[src/rtl/lsu_stride_agen.sv]
// Constant-stride load/store address generator for the VMU scratchpad port.
// Issues one SPM beat per cycle under back-pressure; store beats are delayed WR_DELAY cycles.
module lsu_stride_agen #(
   parameter int unsigned LSU_OP_WIDTH = 2,
   parameter int unsigned SCALAR_WIDTH = 32,
   parameter int unsigned CNT_WIDTH    = 16,
   parameter int unsigned STRIDE_WIDTH = 16,
   parameter int unsigned WR_DELAY     = 3
) (
   input  logic                    clk,
   input  logic                    rst_n,
   input  logic                    i_cmd_vld,
   output logic                    o_cmd_rdy,
   input  logic [LSU_OP_WIDTH-1:0] i_cmd_op,
   input  logic [SCALAR_WIDTH-1:0] i_cmd_base,
   input  logic [STRIDE_WIDTH-1:0] i_cmd_stride,
   input  logic [CNT_WIDTH-1:0]    i_cmd_len,
   input  logic                    i_spm_stall,
   output logic                    o_vmu_spm_rden,
   output logic [SCALAR_WIDTH-1:0] o_vmu_spm_rdaddr,
   output logic                    o_vmu_spm_wren,
   output logic [SCALAR_WIDTH-1:0] o_vmu_spm_wraddr,
   output logic [CNT_WIDTH-1:0]    o_beat_idx,
   output logic                    o_busy,
   output logic                    o_done
);

   localparam logic [LSU_OP_WIDTH-1:0] OP_LOAD  = LSU_OP_WIDTH'(1);
   localparam logic [LSU_OP_WIDTH-1:0] OP_STORE = LSU_OP_WIDTH'(2);
   localparam int unsigned DW = (WR_DELAY < 2) ? 1 : $clog2(WR_DELAY);

   typedef enum logic [1:0] {S_IDLE, S_RUN, S_DRAIN, S_FIN} state_t;

   state_t                  state_q, state_d;
   logic [LSU_OP_WIDTH-1:0] op_q;
   logic [SCALAR_WIDTH-1:0] addr_q;
   logic [SCALAR_WIDTH-1:0] stride_q;
   logic [SCALAR_WIDTH-1:0] rdaddr_q;
   logic [CNT_WIDTH-1:0]    len_q;
   logic [CNT_WIDTH-1:0]    idx_q;
   logic [DW-1:0]           drain_q;

   logic                    accept;
   logic                    cmd_active;
   logic                    iss_en;
   logic                    consume;
   logic                    last_beat;
   logic                    is_load;
   logic                    is_store;
   logic [SCALAR_WIDTH-1:0] stride_ext;
   logic [SCALAR_WIDTH-1:0] next_addr;
   logic                    st_beat;
   logic [SCALAR_WIDTH-1:0] st_addr;

   assign stride_ext = SCALAR_WIDTH'($signed(i_cmd_stride));
   assign accept     = i_cmd_vld && (state_q == S_IDLE);
   assign cmd_active = ((i_cmd_op == OP_LOAD) || (i_cmd_op == OP_STORE)) && (i_cmd_len != '0);
   assign is_load    = (op_q == OP_LOAD);
   assign is_store   = (op_q == OP_STORE);
   assign iss_en     = (state_q == S_RUN);
   assign consume    = iss_en && !i_spm_stall;
   assign last_beat  = (idx_q == (len_q - CNT_WIDTH'(1)));
   assign next_addr  = addr_q + stride_q;

   always_ff @(posedge clk) begin
      if (!rst_n) state_q <= S_IDLE;
      else        state_q <= state_d;
   end

   always_comb begin
      state_d = state_q;
      case (state_q)
         S_IDLE:  if (accept) state_d = cmd_active ? S_RUN : S_FIN;
         S_RUN:   if (consume && last_beat)
                     state_d = (is_store && (WR_DELAY > 0)) ? S_DRAIN : S_FIN;
         S_DRAIN: if (drain_q == '0) state_d = S_FIN;
         S_FIN:   state_d = S_IDLE;
         default: state_d = S_IDLE;
      endcase
   end

   // The accumulator does not advance past the last beat so rdaddr/idx hold it afterwards.
   always_ff @(posedge clk) begin
      if (!rst_n) begin
         op_q     <= '0;
         addr_q   <= '0;
         stride_q <= '0;
         rdaddr_q <= '0;
         len_q    <= '0;
         idx_q    <= '0;
         drain_q  <= '0;
      end else begin
         if (accept) begin
            op_q     <= i_cmd_op;
            stride_q <= stride_ext;
            len_q    <= i_cmd_len;
            if (cmd_active) begin
               addr_q <= i_cmd_base;
               idx_q  <= '0;
               if (i_cmd_op == OP_LOAD) rdaddr_q <= i_cmd_base;
            end
         end
         if (consume && !last_beat) begin
            addr_q <= next_addr;
            idx_q  <= idx_q + CNT_WIDTH'(1);
            if (is_load) rdaddr_q <= next_addr;
         end
         if ((state_q == S_RUN) && (state_d == S_DRAIN))
            drain_q <= DW'(WR_DELAY - 1);
         else if ((state_q == S_DRAIN) && (drain_q != '0))
            drain_q <= drain_q - DW'(1);
      end
   end

   assign st_beat = consume && is_store;
   assign st_addr = st_beat ? addr_q : '0;

   generate
      if (WR_DELAY == 0) begin : g_wr_comb
         assign o_vmu_spm_wren   = st_beat;
         assign o_vmu_spm_wraddr = st_addr;
      end else begin : g_wr_pipe
         logic [WR_DELAY-1:0]     wen_pipe;
         logic [SCALAR_WIDTH-1:0] wadr_pipe [WR_DELAY];

         // Free-running: stalls insert empty slots rather than freezing the line.
         always_ff @(posedge clk) begin
            if (!rst_n) begin
               wen_pipe <= '0;
               for (int unsigned i = 0; i < WR_DELAY; i++) wadr_pipe[i] <= '0;
            end else begin
               wen_pipe[0]  <= st_beat;
               wadr_pipe[0] <= st_addr;
               for (int unsigned i = 1; i < WR_DELAY; i++) begin
                  wen_pipe[i]  <= wen_pipe[i-1];
                  wadr_pipe[i] <= wadr_pipe[i-1];
               end
            end
         end

         assign o_vmu_spm_wren   = wen_pipe[WR_DELAY-1];
         assign o_vmu_spm_wraddr = wadr_pipe[WR_DELAY-1];
      end
   endgenerate

   assign o_cmd_rdy        = (state_q == S_IDLE);
   assign o_busy           = (state_q != S_IDLE);
   assign o_done           = (state_q == S_FIN);
   assign o_vmu_spm_rden   = iss_en && is_load;
   assign o_vmu_spm_rdaddr = rdaddr_q;
   assign o_beat_idx       = idx_q;

endmodule

[config.mk]
export PLATFORM = sky130hd
export DESIGN_NAME = lsu_stride_agen
export DESIGN_NICKNAME = d
export VERILOG_FILES = /design/src/rtl/lsu_stride_agen.sv
export SDC_FILE = /design/constraint.sdc
export NUM_CORES = 1
export LEC_CHECK = 0
export BUFFER_PORTS_ARGS = -buffer_cell sky130_fd_sc_hd__buf_2
export CAP_MARGIN = 10
export CORE_MARGIN = 5
export CORE_UTILIZATION = 51
export DETAILED_ROUTE_END_ITERATION = 10
export PLACE_DENSITY = 0.73
export SLEW_MARGIN = 0
export SYNTH_ARGS = -nofsm -noshare
export SYNTH_HDL_FRONTEND = slang
export SYNTH_SLANG_ARGS = --single-unit
export TNS_END_PERCENT = 100
[constraint.sdc]
create_clock -name clk -period 4.5 [get_ports clk]
set_clock_uncertainty 0.05 [all_clocks]
set_input_delay 0.675 -clock clk [delete_from_list [all_inputs] [get_ports clk]]
set_output_delay 0.675 -clock clk [all_outputs]
set_load 0.03 [all_outputs]
==> flow_summary.ini <==
[place]
port_buffers = 154
routabilityCongestion = 0.896
dpl.hpwl_um = 18900
dpl_cell_area_um2 = 10900

[synthesis]
synth.avg_cell_area_um2 = 8.56
syn_nets = 1306
ys_ff_latch = 217
synthMuxAreaShare_pct = 2.28
synthFlopType = dfxtp_1
synth_cells = 1200
synth_top_family_by_area = simple AND/OR/NAND/NOR gates
synthSimpleGateAreaFrac_pct = 23.8
ys_types = 72
async_flop_share_pct = 0
synth_fa_ha_area_share_pct = 4.46
syn-cell-area_um2 = 10300
synth-seq-area-share_pct = 42.3
synth-compound-area-share_pct = 16.8
yosys_warnings = 0
synth_edf_count = 0
synthXorXnorAreaFrac_pct = 4.09

[critical_path]
worstSetupPathType = reg -> reg
reg2reg_depth = 11
r2r-start = len_q[5]
worstPathMaxFanout = 43
crit_required_ns = 4.86
cp-end-kind = register
worstPathArrival_ns = 4.10
startpoint_type = register
r2r_slack_ns = 0.76
rr_endpoint = o_vmu_spm_rdaddr[4]
startpoint = len_q[5]

[global_route]
grtUsageMet3_pct = 4.12
grt_pass1_wl_um = 43400
use_met2_pct = 33.8
grt_pass1_vias = 8346
overflow = 0
grt_start_max_net_pins = 85
gr-usage-met1_pct = 32.4
grt_most_used_layer = met2
antenna_found_initial = 1
grt_usage_pct = 22.2

[cts]
h-tree-depth = 1
cts_setup_buffers = 0
root_buffer = clkbuf_16
cts_resized = 0
hold_buffers = 0
cts_buffers = 23
clock_path_buffers = 3
clock-sinks = 217
clkLatencyLatePin_ns = 0.52
clk_pin_slew_ns = 0.06
cts_tree = built

[layout]
nets = 1396
regArea_um2 = 4340
area_growth_pct = 14.4
drive_above_1_share_pct = 17.9
fin_area_um2 = 11800
multiInputGateArea_um2 = 5300
n_fill_cell = 1875

[die]
core_um2 = 20000
rows = 52
io-pin-count = 155
start_util_pct = 51.3
die_w_um = 152
die_h_um = 152
die_area_um2 = 23100

[drt]
remaining_drc_errors = 0
ant_nets = 0
routed_wl_um = 26700
via_per_inst = 5.54
wire_per_inst_um = 16.9
first_iter_violations = 657
drt_pass1_iterations = 5
num_vias = 8741

[sta]
fin_crit_ns = 3.74
max_freq_mhz = 268
slew_headroom_pct = 37.1
rsz0062_at_grt = no
finalSetupViolCount = 0
tightestPinTransition_ns = 0.940
fin_crit_sh_pct = 83.0
fin_setup_tns_ns = 0
hold_violations = 0
slew_viol_final = 0

[run]
maxCapViolations = 0

[power]
p_leak_nw = 5.06
cellPowerDensity_nw_per_um2 = 407
ir_worst_vdd_uv = 223

[worst_hold_path]
min_from = i_cmd_stride[6]
hp-class = in -> reg
min_to = stride_q[6]
whs_path_depth = 3

[status]
status = finished clean
[synthesized netlist by cell type, types with 4 or more instances]
cell | count | share of area (%)
nand4_1 | 5 | 0.30
a21o_1 | 17 | 1.2
a21oi_1 | 80 | 3.9
o221ai_1 | 8 | 0.68
nand2b_1 | 7 | 0.43
nor3b_1 | 4 | 0.29
a31oi_1 | 6 | 0.37
dfxtp_1 | 217 | 42
nor2_1 | 89 | 3.3
nand3_1 | 50 | 2.4
a211oi_1 | 14 | 1.0
o211ai_1 | 4 | 0.29
buf_2 | 10 | 0.49
o21ai_0 | 31 | 1.5
xor2_1 | 23 | 2.0
and3_1 | 15 | 0.91
nor3_1 | 15 | 0.73
inv_1 | 25 | 0.91
o21a_1 | 12 | 0.88
and2_1 | 106 | 6.5
mux2_2 | 11 | 1.2
a311oi_1 | 31 | 2.6
clkbuf_1 | 54 | 2.0
or3_1 | 4 | 0.24
nand2_1 | 170 | 6.2
mux2i_1 | 11 | 1.1
buf_4 | 36 | 2.6
nor2b_1 | 7 | 0.43
nor4_1 | 7 | 0.43
a211o_1 | 5 | 0.43
xnor2_1 | 25 | 2.1
ha_1 | 35 | 4.3
[how the worst max path moves through the flow]
| stage | end | cells after the start | slack, ns |
|---|---|---|---|
| finish | o_vmu_spm_rdaddr[4] | 11 | 0.76 |
| global route | o_vmu_spm_rdaddr[9] | 11 | 0.43 |
| CTS | o_vmu_spm_rdaddr[9] | 13 | 0.80 |
| detailed placement | o_vmu_spm_rdaddr[9] | 11 | 0.80 |
| global placement | o_vmu_spm_rdaddr[28] | 13 | 0.95 |
| floorplan | o_beat_idx[4] | 12 | 1.31 |
[through the flow]
stage               power (mW)  std cells  hold WS (ns)  worst slack (ns)  util, %
floorplan                 2.59       1200         0.362              1.31        -
global placement          2.79       1535         0.364             0.952     54.6
detailed placement        2.80       1535         0.367             0.805     54.6
CTS                       4.82       1576         0.327             0.797     58.7
global route              4.99       1577         0.350             0.433     58.7
finish                    4.79       1577         0.344             0.764     58.7
[cells in the final DEF, fill, tap and decap left out, drive strengths merged, types with 5 or more instances in the layout]
cell    Yosys  routed
dfxtp     217     217
nand2     171     171
buf        48     167
and2      107     107
nor2       89      89
a21oi      81      81
nand3      50      50
ha         35      35
clkbuf     54      33
o21ai      31      31
a311oi     31      31
inv        25      26
xnor2      25      25
xor2       23      23
a21o       17      17
a211oi     16      16
nor3       15      15
and3       15      15
o21a       12      12
mux2i      11      11
mux2       11      11
o221ai      9       9
nor4        8       8
nand2b      7       7
nor2b       7       7
a31oi       6       6
nand4       5       5
a211o       5       5
[sequential cells by signal (all words and copies together), names as in the netlist]
| register | cells |
|---|---|
| g_wr_pipe.wadr_pipe | 96 |
| addr_q | 32 |
| o_vmu_spm_rdaddr | 32 |
| len_q | 16 |
| o_beat_idx | 16 |
| stride_q | 16 |
| g_wr_pipe.wen_pipe | 3 |
| drain_q | 2 |
| op_q | 2 |
| state_q | 2 |
[cells by family (layout without fill, tap and decap cells)]
kind of cell / after synthesis / after routing
buf+inv: 127 / 233
flops: 217 / 217
fa+ha+maj: 36 / 36
mux: 22 / 22
other cells: 0 / 1
compound gates: 250 / 250
simple gates: 500 / 500
xor+xnor: 48 / 48
[per-layer routing]
metal,routed length (µm),vias to the layer above
met5,0,-
met4,732,0
met3,1950,60
met2,11600,293
met1,12400,4058
li1,-,4330
[worst max-delay path, cell delays in order (launching register included)]
cell,delay [ns]
dfxtp_1,0.40
nor4_2,0.49
nand4_1,0.33
or3_1,0.46
a221oi_2,0.27
nand4b_1,0.19
o31ai_4,0.31
buf_4,0.23
or2_1,0.12
buf_4,0.38
nor2_1,0.11
a311oi_1,0.28
[report_power, final]
| group | switching [mW] | internal [mW] |
|---|---|---|
| clock network | 0.771 | 1.25 |
| logic | 0.445 | 0.262 |
| registers | 0.0698 | 1.99 |
| total | 1.29 | 3.50 |
[final cells by class]
class	instances	share of cell area (%)
sequential	217	36.9
clock inverter	8	1.26
antenna	1	0.0213
timing repair buffer	167	7.38
tap	270	2.87
multi-input combinational	856	45.1
clock buffer	33	5.64
inverter	25	0.798
Note: power is estimated with default switching activity, not from simulation.
